### src/rtl/sodor5_dmem_pkg.sv
// Shared constants and lane helpers for the sodor5 data-memory controller.
package sodor5_dmem_pkg;

  localparam logic [1:0] ST_IDLE = 2'd0;
  localparam logic [1:0] ST_BUSY = 2'd1;
  localparam logic [1:0] ST_RESP = 2'd2;

  localparam logic FCN_LD = 1'b0;
  localparam logic FCN_ST = 1'b1;

  localparam logic [2:0] F3_B  = 3'b000;
  localparam logic [2:0] F3_H  = 3'b001;
  localparam logic [2:0] F3_W  = 3'b010;
  localparam logic [2:0] F3_BU = 3'b100;
  localparam logic [2:0] F3_HU = 3'b101;

  // Misalignment or a funct3 that is not legal for the given direction.
  function automatic logic access_err(input logic fcn, input logic [2:0] f3, input logic [1:0] off);
    logic err;
    case (f3)
      F3_B:    err = 1'b0;
      F3_H:    err = off[0];
      F3_W:    err = (off != 2'b00);
      F3_BU:   err = (fcn == FCN_ST);
      F3_HU:   err = (fcn == FCN_ST) || off[0];
      default: err = 1'b1;
    endcase
    return err;
  endfunction

  function automatic logic [3:0] lane_mask(input logic [2:0] f3, input logic [1:0] off);
    logic [3:0] m;
    case (f3[1:0])
      2'b00:   m = 4'b0001 << off;
      2'b01:   m = 4'b0011 << {off[1], 1'b0};
      default: m = 4'b1111;
    endcase
    return m;
  endfunction

  function automatic logic [31:0] load_extend(input logic [2:0] f3, input logic [1:0] off,
                                              input logic [31:0] word);
    logic [31:0] s;
    logic [31:0] r;
    s = word >> {off, 3'b000};
    case (f3)
      F3_B:    r = {{24{s[7]}}, s[7:0]};
      F3_H:    r = {{16{s[15]}}, s[15:0]};
      F3_BU:   r = {24'd0, s[7:0]};
      F3_HU:   r = {16'd0, s[15:0]};
      default: r = word;
    endcase
    return r;
  endfunction

  function automatic logic [31:0] merge_bytes(input logic [31:0] old_word, input logic [31:0] new_word,
                                              input logic [3:0] mask);
    logic [31:0] r;
    for (int i = 0; i < 4; i++) begin
      r[8*i +: 8] = mask[i] ? new_word[8*i +: 8] : old_word[8*i +: 8];
    end
    return r;
  endfunction

endpackage

### src/rtl/sodor5_dmem_lbuf.sv
// Single-entry load buffer: hit compare on lookup, fill on load, byte-merge on store.
module sodor5_dmem_lbuf
  import sodor5_dmem_pkg::*;
#(
  parameter int IDX_W = 4
) (
  input  logic             clk,
  input  logic             reset_n,
  input  logic [IDX_W-1:0] lookup_idx,
  output logic             hit,
  output logic [31:0]      hit_data,
  input  logic             fill_en,
  input  logic [IDX_W-1:0] fill_idx,
  input  logic [31:0]      fill_data,
  input  logic             wr_en,
  input  logic [IDX_W-1:0] wr_idx,
  input  logic [3:0]       wr_mask,
  input  logic [31:0]      wr_data
);

  logic             entry_vld;
  logic [IDX_W-1:0] entry_idx;
  logic [31:0]      entry_dat;

  assign hit      = entry_vld && (entry_idx == lookup_idx);
  assign hit_data = entry_dat;

  always_ff @(posedge clk or negedge reset_n) begin
    if (!reset_n) begin
      entry_vld <= 1'b0;
      entry_idx <= '0;
      entry_dat <= '0;
    end else if (fill_en) begin
      entry_vld <= 1'b1;
      entry_idx <= fill_idx;
      entry_dat <= fill_data;
    end else if (wr_en && entry_vld && (wr_idx == entry_idx)) begin
      entry_dat <= merge_bytes(entry_dat, wr_data, wr_mask);
    end
  end

endmodule

### src/rtl/sodor5_dmem_ctrl.sv
// Multi-cycle data-memory controller behind the sodor5 MEM stage; each access takes LATENCY cycles.
// Defining SODOR5_DMEM_LBUF_EN adds a single-entry load buffer that answers repeat loads in one cycle.
module sodor5_dmem_ctrl
  import sodor5_dmem_pkg::*;
#(
  parameter int XLEN       = 32,
  parameter int DEPTH_LOG2 = 4,
  parameter int LATENCY    = 4
) (
  input  logic            clk,
  input  logic            reset_n,
  input  logic            req_valid,
  output logic            req_ready,
  input  logic            req_fcn,
  input  logic [2:0]      req_funct3,
  input  logic [XLEN-1:0] req_addr,
  input  logic [XLEN-1:0] req_data,
  output logic            resp_valid,
  output logic [XLEN-1:0] resp_data,
  output logic            resp_err,
  output logic            busy
);

  localparam int         DEPTH    = 1 << DEPTH_LOG2;
  localparam int         AW       = DEPTH_LOG2 + 2;
  localparam logic [3:0] CNT_INIT = (LATENCY > 1) ? 4'(LATENCY - 2) : 4'd0;
  localparam bit         DIRECT   = (LATENCY == 1);

  logic [1:0]            state;
  logic [3:0]            cnt;
  logic                  r_fcn;
  logic [2:0]            r_f3;
  logic [AW-1:0]         r_addr;
  logic [31:0]           r_data;
  logic [31:0]           mem [DEPTH];

  logic                  accept;
  logic                  hit;
  logic [31:0]           hit_data;
  logic                  go_resp;
  logic                  a_fcn;
  logic [2:0]            a_f3;
  logic [AW-1:0]         a_addr;
  logic [31:0]           a_data;
  logic [DEPTH_LOG2-1:0] a_idx;
  logic                  a_err;
  logic [3:0]            a_mask;
  logic [31:0]           a_word;
  logic [31:0]           st_word;
  logic                  unused_addr;

  assign unused_addr = ^req_addr[XLEN-1:AW];

  assign req_ready  = (state == ST_IDLE);
  assign resp_valid = (state == ST_RESP);
  assign busy       = (state != ST_IDLE);
  assign accept     = (state == ST_IDLE) && req_valid;

  // Direct IDLE->RESP paths perform the access with the live request, others use the latched copy.
  always_comb begin
    a_fcn  = r_fcn;
    a_f3   = r_f3;
    a_addr = r_addr;
    a_data = r_data;
    if (state == ST_IDLE) begin
      a_fcn  = req_fcn;
      a_f3   = req_funct3;
      a_addr = req_addr[AW-1:0];
      a_data = req_data[31:0];
    end
  end

  assign a_idx   = a_addr[AW-1:2];
  assign a_err   = access_err(a_fcn, a_f3, a_addr[1:0]);
  assign a_mask  = lane_mask(a_f3, a_addr[1:0]);
  assign st_word = a_data << {a_addr[1:0], 3'b000};
  assign a_word  = (accept && hit) ? hit_data : mem[a_idx];
  assign go_resp = (accept && (DIRECT || hit)) || ((state == ST_BUSY) && (cnt == 4'd0));

`ifdef SODOR5_DMEM_LBUF_EN
  logic lb_hit;

  sodor5_dmem_lbuf #(.IDX_W(DEPTH_LOG2)) u_lbuf (
    .clk        (clk),
    .reset_n    (reset_n),
    .lookup_idx (a_idx),
    .hit        (lb_hit),
    .hit_data   (hit_data),
    .fill_en    (go_resp && (a_fcn == FCN_LD) && !a_err),
    .fill_idx   (a_idx),
    .fill_data  (a_word),
    .wr_en      (go_resp && (a_fcn == FCN_ST) && !a_err),
    .wr_idx     (a_idx),
    .wr_mask    (a_mask),
    .wr_data    (st_word)
  );

  assign hit = lb_hit && (a_fcn == FCN_LD) && !a_err;
`else
  assign hit      = 1'b0;
  assign hit_data = '0;
`endif

  always_ff @(posedge clk or negedge reset_n) begin
    if (!reset_n) begin
      state  <= ST_IDLE;
      cnt    <= '0;
      r_fcn  <= FCN_LD;
      r_f3   <= '0;
      r_addr <= '0;
      r_data <= '0;
    end else begin
      case (state)
        ST_IDLE: begin
          if (req_valid) begin
            r_fcn  <= req_fcn;
            r_f3   <= req_funct3;
            r_addr <= req_addr[AW-1:0];
            r_data <= req_data[31:0];
            if (DIRECT || hit) begin
              state <= ST_RESP;
            end else begin
              cnt   <= CNT_INIT;
              state <= ST_BUSY;
            end
          end
        end
        ST_BUSY: begin
          if (cnt == 4'd0) state <= ST_RESP;
          else             cnt   <= cnt - 4'd1;
        end
        default: state <= ST_IDLE;
      endcase
    end
  end

  // Memory and response registers update together on the edge that enters RESP.
  always_ff @(posedge clk or negedge reset_n) begin
    if (!reset_n) begin
      resp_data <= '0;
      resp_err  <= 1'b0;
      for (int i = 0; i < DEPTH; i++) mem[i] <= '0;
    end else if (go_resp) begin
      resp_err  <= a_err;
      resp_data <= (a_err || (a_fcn == FCN_ST)) ? '0 : XLEN'(load_extend(a_f3, a_addr[1:0], a_word));
      if (!a_err && (a_fcn == FCN_ST)) begin
        mem[a_idx] <= merge_bytes(mem[a_idx], st_word, a_mask);
      end
    end else if (state == ST_RESP) begin
      resp_data <= '0;
      resp_err  <= 1'b0;
    end
  end

endmodule

### config.mk
export PLATFORM = sky130hd
export DESIGN_NAME = sodor5_dmem_ctrl
export DESIGN_NICKNAME = d
export VERILOG_FILES = /design/src/rtl/sodor5_dmem_pkg.sv /design/src/rtl/sodor5_dmem_lbuf.sv /design/src/rtl/sodor5_dmem_ctrl.sv
export SDC_FILE = /design/constraint.sdc
export NUM_CORES = 1
export LEC_CHECK = 0
export ABC_CLOCK_PERIOD_IN_PS = 4010
export CAP_MARGIN = 20
export CORE_MARGIN = 2
export CORE_UTILIZATION = 45
export DETAILED_ROUTE_END_ITERATION = 7
export SYNTH_ARGS = -nofsm -noshare
export SYNTH_HDL_FRONTEND = slang
export SYNTH_SLANG_ARGS = --single-unit
### constraint.sdc
create_clock -name clk -period 4.01 [get_ports clk]
set_input_delay 0.802 -clock clk [delete_from_list [all_inputs] [get_ports clk]]
set_output_delay 0.802 -clock clk [all_outputs]
set_load 0.005 [all_outputs]
==> flow_summary.ini <==
[outcome]
run_status = finished, final reports clean

[synthesis]
synth_area_leader_cell = dfrtp_1
synth-seq-area-share_pct = 53.1
synth_top_cell_area_share_pct = 53.1
synth_area_leaders = dfrtp_1 53%, nand2_1 13%, mux4_2 5.2%, o21ai_0 4.8%, mux2_2 4.2%
yosys-top-cells-count = 951 x nand2_1, 593 x dfrtp_1, 269 x o21ai_0
synth_cells = 2870
yosys_most_used_dff = dfrtp_1
syn_nets = 2943
yosys_register_bits = 593
synth.most_common_cell = nand2_1
syn_avg_cell_area_um2 = 9.74
synth.distinct_cells = 71
async_flop_share_pct = 100
synth_area_um2 = 27900
yosys_warnings = 0
synth_edf_count = 0

[sta]
setup-tns-final_ps = 0
hold-worst-slack_ps = 292
period_share_pct = 91.5
skew_ps = 25.6
rsz0062_at_grt = no
setup_viol = 0
layout_min_cycle_time_ps = 3670
layout_setup_ws_ps = 341
max_freq_mhz = 273
slew_headroom_pct = 33.1
slew_viol_final = 0
worstMarginPinSlew_ps = 1000
hold_violations = 0

[grt]
antenna_found_initial = 1
grt_start_max_net_pins = 108
grtUsageTotal_pct = 28.2
grt_pass1_vias = 22500
grt_pass1_wl_um = 136000
overflow = 0

[place]
gp_congestion = 0.945
placed_area_um2 = 31100
hpwl_um = 59000
place_ws_ps = -168
placed_cells = 3794
port_buffers = 80

[clock_network]
cts_root_buf = clkbuf_16
htreeDepth = 3
cts_tree = built
cts_sinks = 593
hold_buffers = 0
clockBufferDepth = 3
cts_made_buffers = 67
path_clk_slew_ps = 60
clock_latency_ps = 610

[critical_path]
worstPathCellList = or2_1 -> mux2_8 -> buf_4 -> mux4_2 -> a22oi_1 -> nand2_1 -> o21ai_1 -> buf_4 -> o21ai_0
rr_worst_depth = 9
critPathMostFrequentCell = buf_4
crit_path_max_fanout = 24
rrSetupSlack_ps = 340
worst_path_max_delay_cell = mux4_2
worstPathArrival_ps = 4120
cp.required_ps = 4470
critical-path-max-stage-delay_ps = 530
setup.worst_path.class = flip-flop to flip-flop
startpoint_type = flip-flop
endpoint_kind = flip-flop

[power_and_ir_drop]
leakagePower_uw = 0.0153
power-per-cell-area_nw_per_um2 = 794
max-vdd-ir-drop_uv = 471

[finish]
final_cells = 3912
regArea_um2 = 14800
diodes = 0
drive_above_1_share_pct = 18.5
syn_to_final_growth_pct = 19.3
design_area_um2 = 33300
multi_input_area_um2 = 12100
fin_nets = 3101
fillers = 5425

[drt]
drt-pass1-iter-count = 5
wl_per_cell_um = 22.6
first_iter_violations = 2222
drc_errors = 0
viasPerCell = 5.72
num_vias = 22400
postRouteAntennaNets = 0
totalWireLength_um = 88300

[die]
die_h_um = 253
ios = 107
row_count = 91
die_area_um2 = 64100
start_util_pct = 45.4
core-area_um2 = 61600
die_w_um = 253

[hold_path]
worstHoldPathType = primary input to asynchronous set/reset pin

[run]
drv_cap = 0
## metrics by stage
step | total power (uW) | utilization, %
2_1_floorplan | 14600 | -
3_3_place_gp | 20100 | 50.6
3_5_place_dp | 20300 | 50.6
4_1_cts | 26400 | 54.1
5_1_grt | 27800 | 54.1
6_report | 26500 | 54.1
## logic make-up after synthesis
family,synth area share [%]
fa+ha+maj,0.0895
compound gates,13.7
xor+xnor,0.0627
mux,12.7
simple gates,16.5
buf+inv,3.87
flops,53.1
## per-layer routing
| metal | track usage, % | up-vias | wire, um |
|---|---|---|---|
| met1 | 38.6 | 11200 | 38000 |
| met4 | 11.9 | 2 | 3750 |
| met3 | 6.33 | 188 | 6600 |
| met2 | 43.4 | 783 | 39900 |
| li1 | - | 10200 | - |
| met5 | 0 | - | 13 |
## worst paths after layout
check,to,startpoint
setup / recovery,mem[179],state[1]
hold / removal,mem[363],reset_n
setup reg to reg,mem[179],state[1]
hold reg to reg,mem[154],mem[154]
max in group asynchronous,mem[285],reset_n
min in group clk,mem[154],mem[154]
## critical path, delay by kind of cell, from the launching register on
| kind | cells | cell delay [ps] |
|---|---|---|
| AOI/OAI and AO/OA | 3 | 860 |
| muxes | 2 | 1040 |
| buffers and inverters | 2 | 560 |
| DFF | 1 | 380 |
| and+or+nand+nor | 2 | 640 |
## cell usage in the layout (no fill, tap or decap), drive strengths merged, types with 7 or more instances in the layout
master	count
nand2	952
dfrtp	593
o21ai	366
buf	236
mux2	104
clkbuf	101
mux2i	91
clkdlybuf4s50	79
nor2	78
mux4	65
a21oi	56
nand3	39
o22ai	35
a311oi	24
a22oi	24
a211oi	21
and3	16
a32o	14
nor3	13
inv	13
o31ai	13
nor2b	12
a22o	12
clkinv	12
and2	9
o221ai	8
o211a	7
a31oi	7
o22a	7
or4	7
## power by group
part           switching (uW)  internal (uW)  total [uW]
Sequential                666           7080        7750
Combinational            7820           4850       12700
Clock                    2480           3560        6050
Total                   11000          15500       26500
## area by class of cell
class,count,area share [%]
flip-flops and latches,593,44.5
multi-input cells,2039,36.4
repair buffers,315,9.29
clock buffers,101,6.08
well taps,837,3.14
clock inverters,15,0.432
inverters,12,0.143
## sequential cells by signal (all words and copies together) (netlist names)
signal,cells
r_fcn,1
mem,512
resp_data,32
r_f3,3
state,2
resp_err,1
r_addr,6
cnt,4
r_data,32
## what timing repair did
action | 4_1_cts | 5_1_grt
buffers inserted | 0 | 0
setup endpoints to repair | 0 | 16
endpoints found under the hold margin | 0 | 0
resized for setup | 0 | 1
No activity file was read; power rests on OpenSTA's default activity.
